<file path="src/rtl/dist_fifo16.sv">
// dist_fifo16: 16-entry first-word-fall-through FIFO built on distributed RAM.
//
// Storage is one 16x1 dual-port RAM per data bit (RAM16X1D style): the write
// pointer drives the synchronous write address, the read pointer drives the
// asynchronous read address, so the head word appears on data_o with no
// added latency.
//
// Ports:
//   clock_i      single clock, rising edge
//   reset_i      synchronous active-high reset
//   write_i      write request, data_i enqueued when accepted
//   data_i       write data (WIDTH bits)
//   read_i       pop request, head word removed when accepted
//   data_o       head-of-queue word (valid while empty_o is low)
//   empty_o      registered, count == 0
//   full_o       registered, count == 16
//   count_o      registered occupancy 0..16
//   overflow_o   sticky, set by a rejected write
//   underflow_o  sticky, set by a rejected read
module dist_fifo16 #(
    parameter int unsigned WIDTH = 8,
    parameter int unsigned DEPTH = 16
) (
    input  logic             clock_i,
    input  logic             reset_i,
    input  logic             write_i,
    input  logic [WIDTH-1:0] data_i,
    input  logic             read_i,
    output logic [WIDTH-1:0] data_o,
    output logic             empty_o,
    output logic             full_o,
    output logic [4:0]       count_o,
    output logic             overflow_o,
    output logic             underflow_o
);

    localparam int unsigned AW = $clog2(DEPTH);

    logic [AW-1:0] wr_ptr_q, wr_ptr_d;
    logic [AW-1:0] rd_ptr_q, rd_ptr_d;
    logic [4:0]    count_q, count_d;
    logic          empty_q, empty_d;
    logic          full_q, full_d;
    logic          overflow_q, overflow_d;
    logic          underflow_q, underflow_d;

    logic wr_en;
    logic rd_en;

    // A write into a full FIFO is still accepted when a pop frees the head
    // slot in the same cycle. Reset masks the RAM write strobe.
    assign wr_en = write_i & (~full_q | read_i) & ~reset_i;
    assign rd_en = read_i & ~empty_q;

    always_comb begin
        wr_ptr_d    = wr_ptr_q;
        rd_ptr_d    = rd_ptr_q;
        count_d     = count_q;
        overflow_d  = overflow_q;
        underflow_d = underflow_q;

        if (wr_en) begin
            wr_ptr_d = wr_ptr_q + 1'b1;
        end
        if (rd_en) begin
            rd_ptr_d = rd_ptr_q + 1'b1;
        end

        unique case ({wr_en, rd_en})
            2'b10:   count_d = count_q + 5'd1;
            2'b01:   count_d = count_q - 5'd1;
            default: count_d = count_q;
        endcase

        if (write_i && !wr_en) begin
            overflow_d = 1'b1;
        end
        if (read_i && !rd_en) begin
            underflow_d = 1'b1;
        end

        // Flags track the next count so they change together with count_o.
        empty_d = (count_d == 5'd0);
        full_d  = (count_d == 5'(DEPTH));
    end

    always_ff @(posedge clock_i) begin
        if (reset_i) begin
            wr_ptr_q    <= '0;
            rd_ptr_q    <= '0;
            count_q     <= 5'd0;
            empty_q     <= 1'b1;
            full_q      <= 1'b0;
            overflow_q  <= 1'b0;
            underflow_q <= 1'b0;
        end else begin
            wr_ptr_q    <= wr_ptr_d;
            rd_ptr_q    <= rd_ptr_d;
            count_q     <= count_d;
            empty_q     <= empty_d;
            full_q      <= full_d;
            overflow_q  <= overflow_d;
            underflow_q <= underflow_d;
        end
    end

    // One 16x1 dual-port RAM per data bit; contents are never cleared.
    for (genvar b = 0; b < WIDTH; b++) begin : g_ram_bit
        logic [DEPTH-1:0] ram_bit;

        always_ff @(posedge clock_i) begin
            if (wr_en) begin
                ram_bit[wr_ptr_q] <= data_i[b];
            end
        end

        assign data_o[b] = ram_bit[rd_ptr_q];
    end

    assign empty_o     = empty_q;
    assign full_o      = full_q;
    assign count_o     = count_q;
    assign overflow_o  = overflow_q;
    assign underflow_o = underflow_q;

endmodule

</file>
<file path="config.mk">
export PLATFORM = sky130hd
export DESIGN_NAME = dist_fifo16
export DESIGN_NICKNAME = d
export VERILOG_FILES = /design/src/rtl/dist_fifo16.sv
export SDC_FILE = /design/constraint.sdc
export NUM_CORES = 1
export LEC_CHECK = 0
export CAP_MARGIN = 40
export CELL_PAD_IN_SITES_DETAIL_PLACEMENT = 0
export CELL_PAD_IN_SITES_GLOBAL_PLACEMENT = 1
export CORE_ASPECT_RATIO = 0.75
export CORE_MARGIN = 4
export CORE_UTILIZATION = 52
export DETAILED_ROUTE_END_ITERATION = 8
export GPL_TIMING_DRIVEN = 0
export HOLD_SLACK_MARGIN = 0.05
export PLACE_DENSITY = 0.84
export RECOVER_POWER = 50
export SYNTH_ARGS = -nofsm -noshare
export SYNTH_HDL_FRONTEND = slang
export SYNTH_SLANG_ARGS = --single-unit
</file>
<file path="constraint.sdc">
create_clock -name clock_i -period 4.3 [get_ports clock_i]
set_input_delay 1.29 -clock clock_i [delete_from_list [all_inputs] [get_ports clock_i]]
set_output_delay 1.29 -clock clock_i [all_outputs]
set_load 0.01 [all_outputs]
</file>
==> results.yml, run 1 <==
status:
  status: "finished clean"
global_route:
  grt_pass1_vias: 3004
  grt_first_pass_wirelength_microns: 18330
  antenna_found_initial: 0
  grt-ovfl-total: 0
  grt_usage_pct: 20.22
  grt_max_degree: 17
sta:
  rsz0062_at_grt: "no"
  hold_violations: 0
  hold_slack_ns: 0.4680
  fmax_mhz: 241.1
  setup_viol: 0
  finalCriticalPeriod_ns: 4.148
  tightest_slew_ns: 0.8897
  timing.final.crit_share_pct: 96.46
  drv_slew: 0
  max-slew-margin-rel_pct: 40.47
  setup_ws_ns: 0.1523
  clock_skew_ns: 0.008291
clocking:
  clock_path_buffers: 2
  post-cts-setup-buffers: 0
  clock_latency_ns: 0.42
  numCtsBuffers: 17
  cts_sinks: 145
  cts_tree: "built"
  clk_pin_slew_ns: 0.06
  ctsRootBufferMaster: "clkbuf_16"
  h-tree-depth: 4
worst_setup_path:
  critPathKind: "reg -> out"
  ff2ff_path_depth: 12
  cp.buffers_inverters: 3
  cpMostUsedCell: "mux4_2"
  endpoint_kind: "output port"
  critPathMaxStageDelay_ns: 0.56
  rrSetupSlack_ns: 1.39
  critPathArrivalTime_ns: 2.86
  cp_max_fo: 10
  crit_chain: "buf_2 -> buf_4 -> mux4_2 -> mux4_2 -> clkdlybuf4s50_1"
  crit_slowest_cell: "mux4_2"
  critPathRequiredTime_ns: 3.01
  cp_top_family: "multiplexers"
  start_kind: "register"
  rr_startpoint: "full_o"
  r2r-end: "empty_o"
routing:
  wl_met2_microns: 5644
  drt-total-wl_microns: 11810
  vias: 2972
  dr.pass1.iters: 4
  routed.top_layer: "met4"
  avgViaCountPerCell: 5.793
  routedWlPerCell_microns: 23.03
  drcViolationCount: 0
  met1Wirelength_microns: 5106
  met3_length_microns: 951
  antenna_left: 0
  initialDrtViolationCount: 348
placed_design:
  placedCellCount: 480
  post_dp_cell_area_sq_mm: 0.006374
  io_buffers: 27
  hpwl_microns: 7474
  post-place-ws_ns: -0.3248
  place_congestion: 0.7440
layout:
  nNetsFinal: 379
  utilization_pct: 64.21
  seq_area_sq_mm: 0.004184
  drive_above_1_share_pct: 27.08
  n_antenna_cell: 0
  multi_input_comb_area_sq_mm: 0.001548
  stdcell_area_sq_mm: 0.007025
  fillers: 726
  area_delta_synth_final_pct: 20.67
  finalNonFillerCells: 513
die:
  die_w_microns: 130.2
  floorplan.initialDensity_pct: 53.21
  die-area_sq_mm: 0.01297
  die_y_microns: 99.64
  rows: 33
  io_pins: 29
  core-area_sq_mm: 0.01094
yosys:
  post_synth.cell_area_avg_sq_um: 19.28
  yosys.area_share.simple_pct: 4.621
  synth_top_family_by_area: "multiplexers"
  synth_cell_type_count: 34
  synth_xor_area_share_pct: 1.805
  synth-compound-area-share_pct: 1.805
  synth.yosys.warnings: 0
  synthAdderAreaFrac_pct: 1.504
  ys_seq_elements: 145
  synth.cell_area_sq_mm: 0.005822
  syn_nets: 321
  synth.area.mux_share_pct: 16.51
  yosysSeqAreaShare_pct: 71.87
  synthCells: 302
power:
  power_leakage_uw: 0.002317
  power.density_mw_per_mm2: 527.8
  ir_drop_mv: 0.3995
hold_path:
  holdPathStages: 2
  min_to: "underflow_o"
  holdCritStartpoint: "underflow_o"
  hold_class: "reg -> reg"
run:
  cap_violations: 0
logic make-up (layout without fill, tap and decap cells):
kind of cell / count (synthesis) / after routing
xor+xnor: 12 / 12
compound gates: 14 / 14
buf+inv: 23 / 94
simple gates: 56 / 56
fa+ha+maj: 7 / 7
flops: 145 / 145
mux: 45 / 45
final cells by class:
type	count	area share [%]
buffer	18	1.354
clock inverter	15	3.063
timing repair buffer	39	5.183
tap	140	2.493
inverter	5	0.2671
clock buffer	17	6.055
multi-input combinational	134	22.03
sequential	145	59.55
cells in the mapped netlist:
master    count  area (sq um)
edfxtp_1    128          3844
mux4_2       40         900.9
nor2_1       27         101.4
dfxtp_1      17         340.3
clkbuf_1      9         33.78
nand2_1       8         30.03
ha_1          7         87.58
xor2_1        7         61.31
a21oi_1       6         30.03
inv_1         5         18.77
nor3_1        5         25.02
xnor2_1       5         43.79
buf_4         4         30.03
nand2b_1      4         25.02
buf_1         3         11.26
mux2i_1       3         30.03
a31oi_1       2         12.51
mux2_4        2         30.03
nand4_1       2         12.51
nor3b_1       2         15.01
o32ai_2       2         32.53
or3_1         2         12.51
a22oi_1       1         7.510
and2b_1       1         7.510
buf_2         1         5.000
buf_6         1         11.26
nand2_4       1         11.26
nand2b_2      1         8.760
nand3_1       1         5.000
nor2b_1       1         6.260
nor2b_2       1         8.760
o211a_1       1         10.01
o21ai_0       1         5.000
o31ai_1       1         7.510
worst min-delay path, stage by stage, from the launching register on:
cell     delay, ns
dfxtp_1       0.32
a21oi_1       0.04
nor2_1        0.07
worst max-delay path by stage:
| stage | start | endpoint | cells past startpoint |
|---|---|---|---|
| 2_1_floorplan | reset_i | empty_o | 13 |
| 3_3_place_gp | read_i | empty_o | 13 |
| 3_5_place_dp | read_i | empty_o | 13 |
| 4_1_cts | rd_ptr_q[0] | data_o[1] | 5 |
| 5_1_grt | read_i | empty_o | 13 |
| 6_report | rd_ptr_q[0] | data_o[1] | 5 |
report_power, final:
part	leakage [uW]	internal (uW)	total (uW)	switching (uW)
logic	0.000723	278	529	251
registers	0.00129	1570	1590	24.1
clock network	0.000302	1020	1590	564
total	0.00232	2870	3710	839
routing by layer:
metal / GRT usage (%) / up-vias
met5: 0 / -
met4: 6.230 / 0
met3: 5.046 / 13
met2: 29.98 / 106
met1: 29.97 / 1538
li1: - / 1315
placed cells by master, fill, tap and decap left out, types with 3 or more instances in the layout:
cell type,count
nor2_1,26
clkbuf_16,17
dfxtp_1,17
clkbuf_1,8
ha_1,7
clkdlybuf4s50_1,12
a21oi_1,6
nand2_1,8
buf_2,3
mux4_2,40
dlygate4sd3_1,15
inv_1,5
clkinv_1,3
nand2b_1,4
buf_4,15
clkinvlp_4,3
bufinv_16,5
xor2_1,7
xnor2_1,5
nor3_2,4
edfxtp_1,128
mux2i_1,3
sequential cells by signal, indices dropped and copies added (netlist names):
signal             cells
overflow_o             1
wr_ptr_q               4
g_ram_bit.ram_bit    128
count_o                5
full_o                 1
rd_ptr_q               4
empty_o                1
underflow_o            1
through the flow:
stage	power, uW	setup TNS, ns
6_report	3708	0
3_3_place_gp	2149	-2.099
5_1_grt	3845	0
2_1_floorplan	1981	0
3_5_place_dp	2160	-0.9497
4_1_cts	3743	0
timing repair:
item | in CTS | in global routing
hold buffers | 0 | 0
setup endpoints to repair | 8 | 3
gates resized for setup | 3 | 1
Power figures use the tool's default switching activity.
==> run 2, diff against run 1 <==
--- a/config.mk
+++ b/config.mk
@@ -14,6 +14,7 @@
 export DETAILED_ROUTE_END_ITERATION = 8
 export GPL_TIMING_DRIVEN = 0
 export HOLD_SLACK_MARGIN = 0.05
+export MAX_ROUTING_LAYER = met4
 export PLACE_DENSITY = 0.84
 export RECOVER_POWER = 50
 export SYNTH_ARGS = -nofsm -noshare
==> run 2 against run 1 <==
  * Die area is the same
  * Routed wire length grew 0.57%
  * Final cell count unchanged
  * Combinational power hardly changed
  * Via count down 0.64%
  * Non-clock buffer count did not move
==> results.yml, run 2 (same netlist as run 1, synthesis figures left out) <==
worst_setup_path:
  critPathArrivalTime_ns: 2.87
  crit_chain: "buf_2 -> buf_4 -> mux4_2 -> mux4_2 -> clkdlybuf4s50_1"
  critPathKind: "reg -> out"
  crit_slowest_cell: "mux4_2"
  start_kind: "register"
  ff2ff_path_depth: 12
  cpMostUsedCell: "mux4_2"
  cp.buffers_inverters: 3
  critPathRequiredTime_ns: 3.01
  cp_top_family: "multiplexers"
  cp.depth: 5
  critPathMaxStageDelay_ns: 0.56
  cp_max_fo: 10
  rrSetupSlack_ns: 1.39
  endpoint_kind: "output port"
clocking:
  postCtsResizedCells: 3
  clock_latency_ns: 0.42
  clk_pin_slew_ns: 0.06
  ctsRootBufferMaster: "clkbuf_16"
  cts_tree: "built"
  cts_sinks: 145
  post-cts-setup-buffers: 0
  h-tree-depth: 4
  clock_path_buffers: 2
  ctsHoldBuffers: 0
  numCtsBuffers: 17
die:
  die_y_microns: 99.64
  floorplan.initialDensity_pct: 53.21
  die-area_sq_mm: 0.01297
  rows: 33
  die_w_microns: 130.2
  io_pins: 29
  core-area_sq_mm: 0.01094
routing:
  initialDrtViolationCount: 356
  avgViaCountPerCell: 5.756
  routedWlPerCell_microns: 23.16
  antenna_left: 0
  vias: 2953
  drt-total-wl_microns: 11880
  drcViolationCount: 0
  dr.pass1.iters: 4
sta:
  tightest_slew_ns: 0.8783
  timing.final.crit_share_pct: 96.64
  setup_viol: 0
  max-slew-margin-rel_pct: 41.23
  clock_skew_ns: 0.008527
  hold_violations: 0
  rsz0062_at_grt: "no"
  fin_tns_setup_ns: 0
  drv_slew: 0
  finalCriticalPeriod_ns: 4.155
  fmax_mhz: 240.6
layout:
  n_antenna_cell: 0
  nNetsFinal: 379
  largest_register_ffs: 128
  layout_commonest_cell: "edfxtp_1"
  area_delta_synth_final_pct: 20.67
  drive_above_1_share_pct: 27.08
  top_register: "g_ram_bit.ram_bit"
  layout_common_cells: "edfxtp_1, mux4_2, nor2_1, clkbuf_16, dfxtp_1"
  utilization_pct: 64.21
  finalNonFillerCells: 513
  fillers: 726
global_route:
  grt_pass1_vias: 3009
  grt_usage_pct: 20.85
  antenna_found_initial: 0
  grt_max_degree: 17
  grt-ovfl-total: 0
  grt_first_pass_wirelength_microns: 18360
power:
  ir_drop_mv: 0.3991
  power.density_mw_per_mm2: 528.5
  power.total_uw: 3713
  power_leakage_uw: 0.002317
placed_design:
  hpwl_microns: 7474
  place_congestion: 0.7534
  placedCellCount: 480
  io_buffers: 27
status:
  status: "finished clean"
hold_path:
  hold_class: "reg -> reg"
  holdPathStages: 2
run:
  cap_violations: 0
[run 2: cell counts in the layout (fill, tap and decap cells not counted)]
Identical to the previous run, type by type.
[run 2: worst paths after layout]
check                   start          end
hold / removal    underflow_o  underflow_o
setup / recovery  rd_ptr_q[0]    data_o[1]
setup reg to reg       full_o      empty_o
hold reg to reg   underflow_o  underflow_o
[run 2: routing by layer]
metal	share of wire [%]	global-route usage, %	vias to the layer above
met1	43	29.90	1533
met3	7.3	5.099	10
met2	48	30.06	96
met5	0	-	-
li1	-	-	1314
met4	1.0	6.230	0
[run 2: cell type report]
| cell class | count | area [sq um] | share of cell area [%] |
|---|---|---|---|
| clock buffers | 17 | 425.4 | 6.055 |
| clock inverters | 15 | 215.2 | 3.063 |
| flip-flops and latches | 145 | 4184 | 59.55 |
| well taps | 140 | 175.2 | 2.493 |
| repair buffers | 39 | 364.1 | 5.183 |
| multi-input cells | 134 | 1548 | 22.03 |
| inverters | 5 | 18.77 | 0.2671 |
| plain buffers | 18 | 95.09 | 1.354 |
[run 2: worst min-delay path: stages (launching register included)]
cell and delay (ns):
dfxtp_1 0.32, a21oi_1 0.04, nor2_1 0.07
[run 2: power breakdown]
part / leakage, uW / switching (uW) / total (uW) / internal (uW)
clock network: 0.000302 / 568 / 1590 / 1020
logic: 0.000723 / 252 / 530 / 278
registers: 0.00129 / 24.3 / 1590 / 1570
total: 0.00232 / 844 / 3710 / 2870
[run 2: stage by stage]
stage / hold slack (ns) / cell area [sq um] / setup WS [ns]
2_1_floorplan: 0.5022 / 5822 / 0.4020
3_3_place_gp: 0.4510 / 6267 / -0.2790
3_5_place_dp: 0.4630 / 6374 / -0.3248
4_1_cts: 0.4793 / 7018 / 0.08982
5_1_grt: 0.5132 / 7025 / 0.02089
6_report: 0.4683 / 7025 / 0.1445
==> run 3, diff against run 2 <==
--- a/config.mk
+++ b/config.mk
@@ -8,7 +8,7 @@
 export CAP_MARGIN = 40
 export CELL_PAD_IN_SITES_DETAIL_PLACEMENT = 0
 export CELL_PAD_IN_SITES_GLOBAL_PLACEMENT = 1
-export CORE_ASPECT_RATIO = 0.75
+export CORE_ASPECT_RATIO = 1.25
 export CORE_MARGIN = 4
 export CORE_UTILIZATION = 52
 export DETAILED_ROUTE_END_ITERATION = 8
==> run 3 against run 2 <==
  * First-iteration DRC count fell by 47%
  * Flip-flop and latch count did not move
  * Global-route usage fell by 2.0 points
  * Non-clock buffer count fell by 8
  * Sequential share of layout area rose by 1.5 points
  * Highest routed layer unchanged
==> results.yml, run 3 (same netlist as run 1, synthesis figures left out) <==
status:
  status: "finished clean"
global_route:
  grt_pass1_vias: 3063
  grt-ovfl-total: 0
  grt_max_degree: 17
  antenna_found_initial: 0
  grt_usage_pct: 18.85
  grt_first_pass_wirelength_microns: 17080
power:
  ir_drop_mv: 0.3205
  power_leakage_uw: 0.002226
  power.density_mw_per_mm2: 516.1
sta:
  timing.final.crit_share_pct: 96.60
  drv_slew: 0
  finalCriticalPeriod_ns: 4.154
  fmax_mhz: 240.7
  hold_violations: 0
  rsz0062_at_grt: "no"
  setup_viol: 0
  max-slew-margin-rel_pct: 44.22
  tightest_slew_ns: 0.8336
  fin_tns_setup_ns: 0
  clock_skew_ns: 0.004965
die:
  io_pins: 29
  core-area_sq_mm: 0.01077
  floorplan.initialDensity_pct: 54.04
  die-area_sq_mm: 0.01296
  rows: 42
  die_y_microns: 126.3
  die_w_microns: 102.6
hold_path:
  holdPathStages: 2
  hold_class: "reg -> reg"
placed_design:
  io_buffers: 27
  placedCellCount: 465
  place_congestion: 0.7316
  hpwl_microns: 7122
layout:
  top_register: "g_ram_bit.ram_bit"
  finalNonFillerCells: 496
  layout_common_cells: "edfxtp_1, mux4_2, nor2_1, clkbuf_16, dfxtp_1"
  drive_above_1_share_pct: 23.90
  layout_commonest_cell: "edfxtp_1"
  nNetsFinal: 371
  largest_register_ffs: 128
  n_antenna_cell: 0
  area_delta_synth_final_pct: 17.73
worst_setup_path:
  start_kind: "register"
  critPathRequiredTime_ns: 3.01
  critPathKind: "reg -> out"
  endpoint_kind: "output port"
  ff2ff_path_depth: 12
  critPathArrivalTime_ns: 2.86
  cp_max_fo: 10
clocking:
  clock_latency_ns: 0.41
  cts_tree: "built"
  ctsRootBufferMaster: "clkbuf_16"
  postCtsResizedCells: 3
  ctsHoldBuffers: 0
  numCtsBuffers: 17
  post-cts-setup-buffers: 0
  clock_path_buffers: 2
  cts_sinks: 145
  clk_pin_slew_ns: 0.06
  h-tree-depth: 4
routing:
  dr.pass1.iters: 4
  antenna_left: 0
  drt-total-wl_microns: 10600
  routedWlPerCell_microns: 21.37
  vias: 2821
  initialDrtViolationCount: 190
  avgViaCountPerCell: 5.688
  drcViolationCount: 0
run:
  cap_violations: 0
## run 3: critical path, stage by stage (launching register included)
cell and delay (ns):
dfxtp_1 0.33, clkbuf_1 0.37, clkbuf_2 0.36, mux4_2 0.37, mux4_2 0.52, clkdlybuf4s50_1 0.50
## run 3: final timing paths
check              start          to  slack, ns
max          rd_ptr_q[1]   data_o[1]       0.15
min           overflow_o  overflow_o       0.47
max reg2reg       full_o     empty_o       1.40
min reg2reg   overflow_o  overflow_o       0.47
## run 3: final cells by class
class / count / area [sq um]
timing repair buffer: 31 / 290.3
multi-input combinational: 134 / 1528
tap: 132 / 165.2
fill: 722 / 3919
inverter: 5 / 18.77
clock buffer: 17 / 425.4
clock inverter: 14 / 147.6
buffer: 18 / 95.09
sequential: 145 / 4184
## run 3: stage by stage
stage / power (uW) / util [%] / instance area (sq um) / setup slack (ns) / hold WS, ns
floorplan: 1981 / - / 5822 / 0.4020 / 0.5022
global placement: 2150 / 58.08 / 6257 / -0.2034 / 0.4523
CTS: 3579 / 63.62 / 6854 / 0.09600 / 0.4844
finish: 3537 / 63.62 / 6854 / 0.1460 / 0.4705
global route: 3680 / 63.62 / 6854 / 0.02247 / 0.5285
detailed placement: 2162 / 58.27 / 6277 / -0.2832 / 0.4664
## run 3: routing by layer
metal | up-vias | part of all wire [%] | global-route usage [%] | routed length [microns]
met4 | 0 | 1.4 | 6.255 | 145
met2 | 61 | 54 | 30.15 | 5720
li1 | 1298 | - | - | -
met1 | 1449 | 41 | 23.66 | 4358
met5 | - | 0 | - | 0
met3 | 13 | 3.5 | 4.668 | 374
## run 3: power breakdown
part	total, uW	internal, uW	switching, uW	leakage, uW
clock	1420	894	527	0.000274
combinational	525	277	248	0.000661
sequential	1590	1570	24.4	0.00129
total	3540	2740	800	0.00223
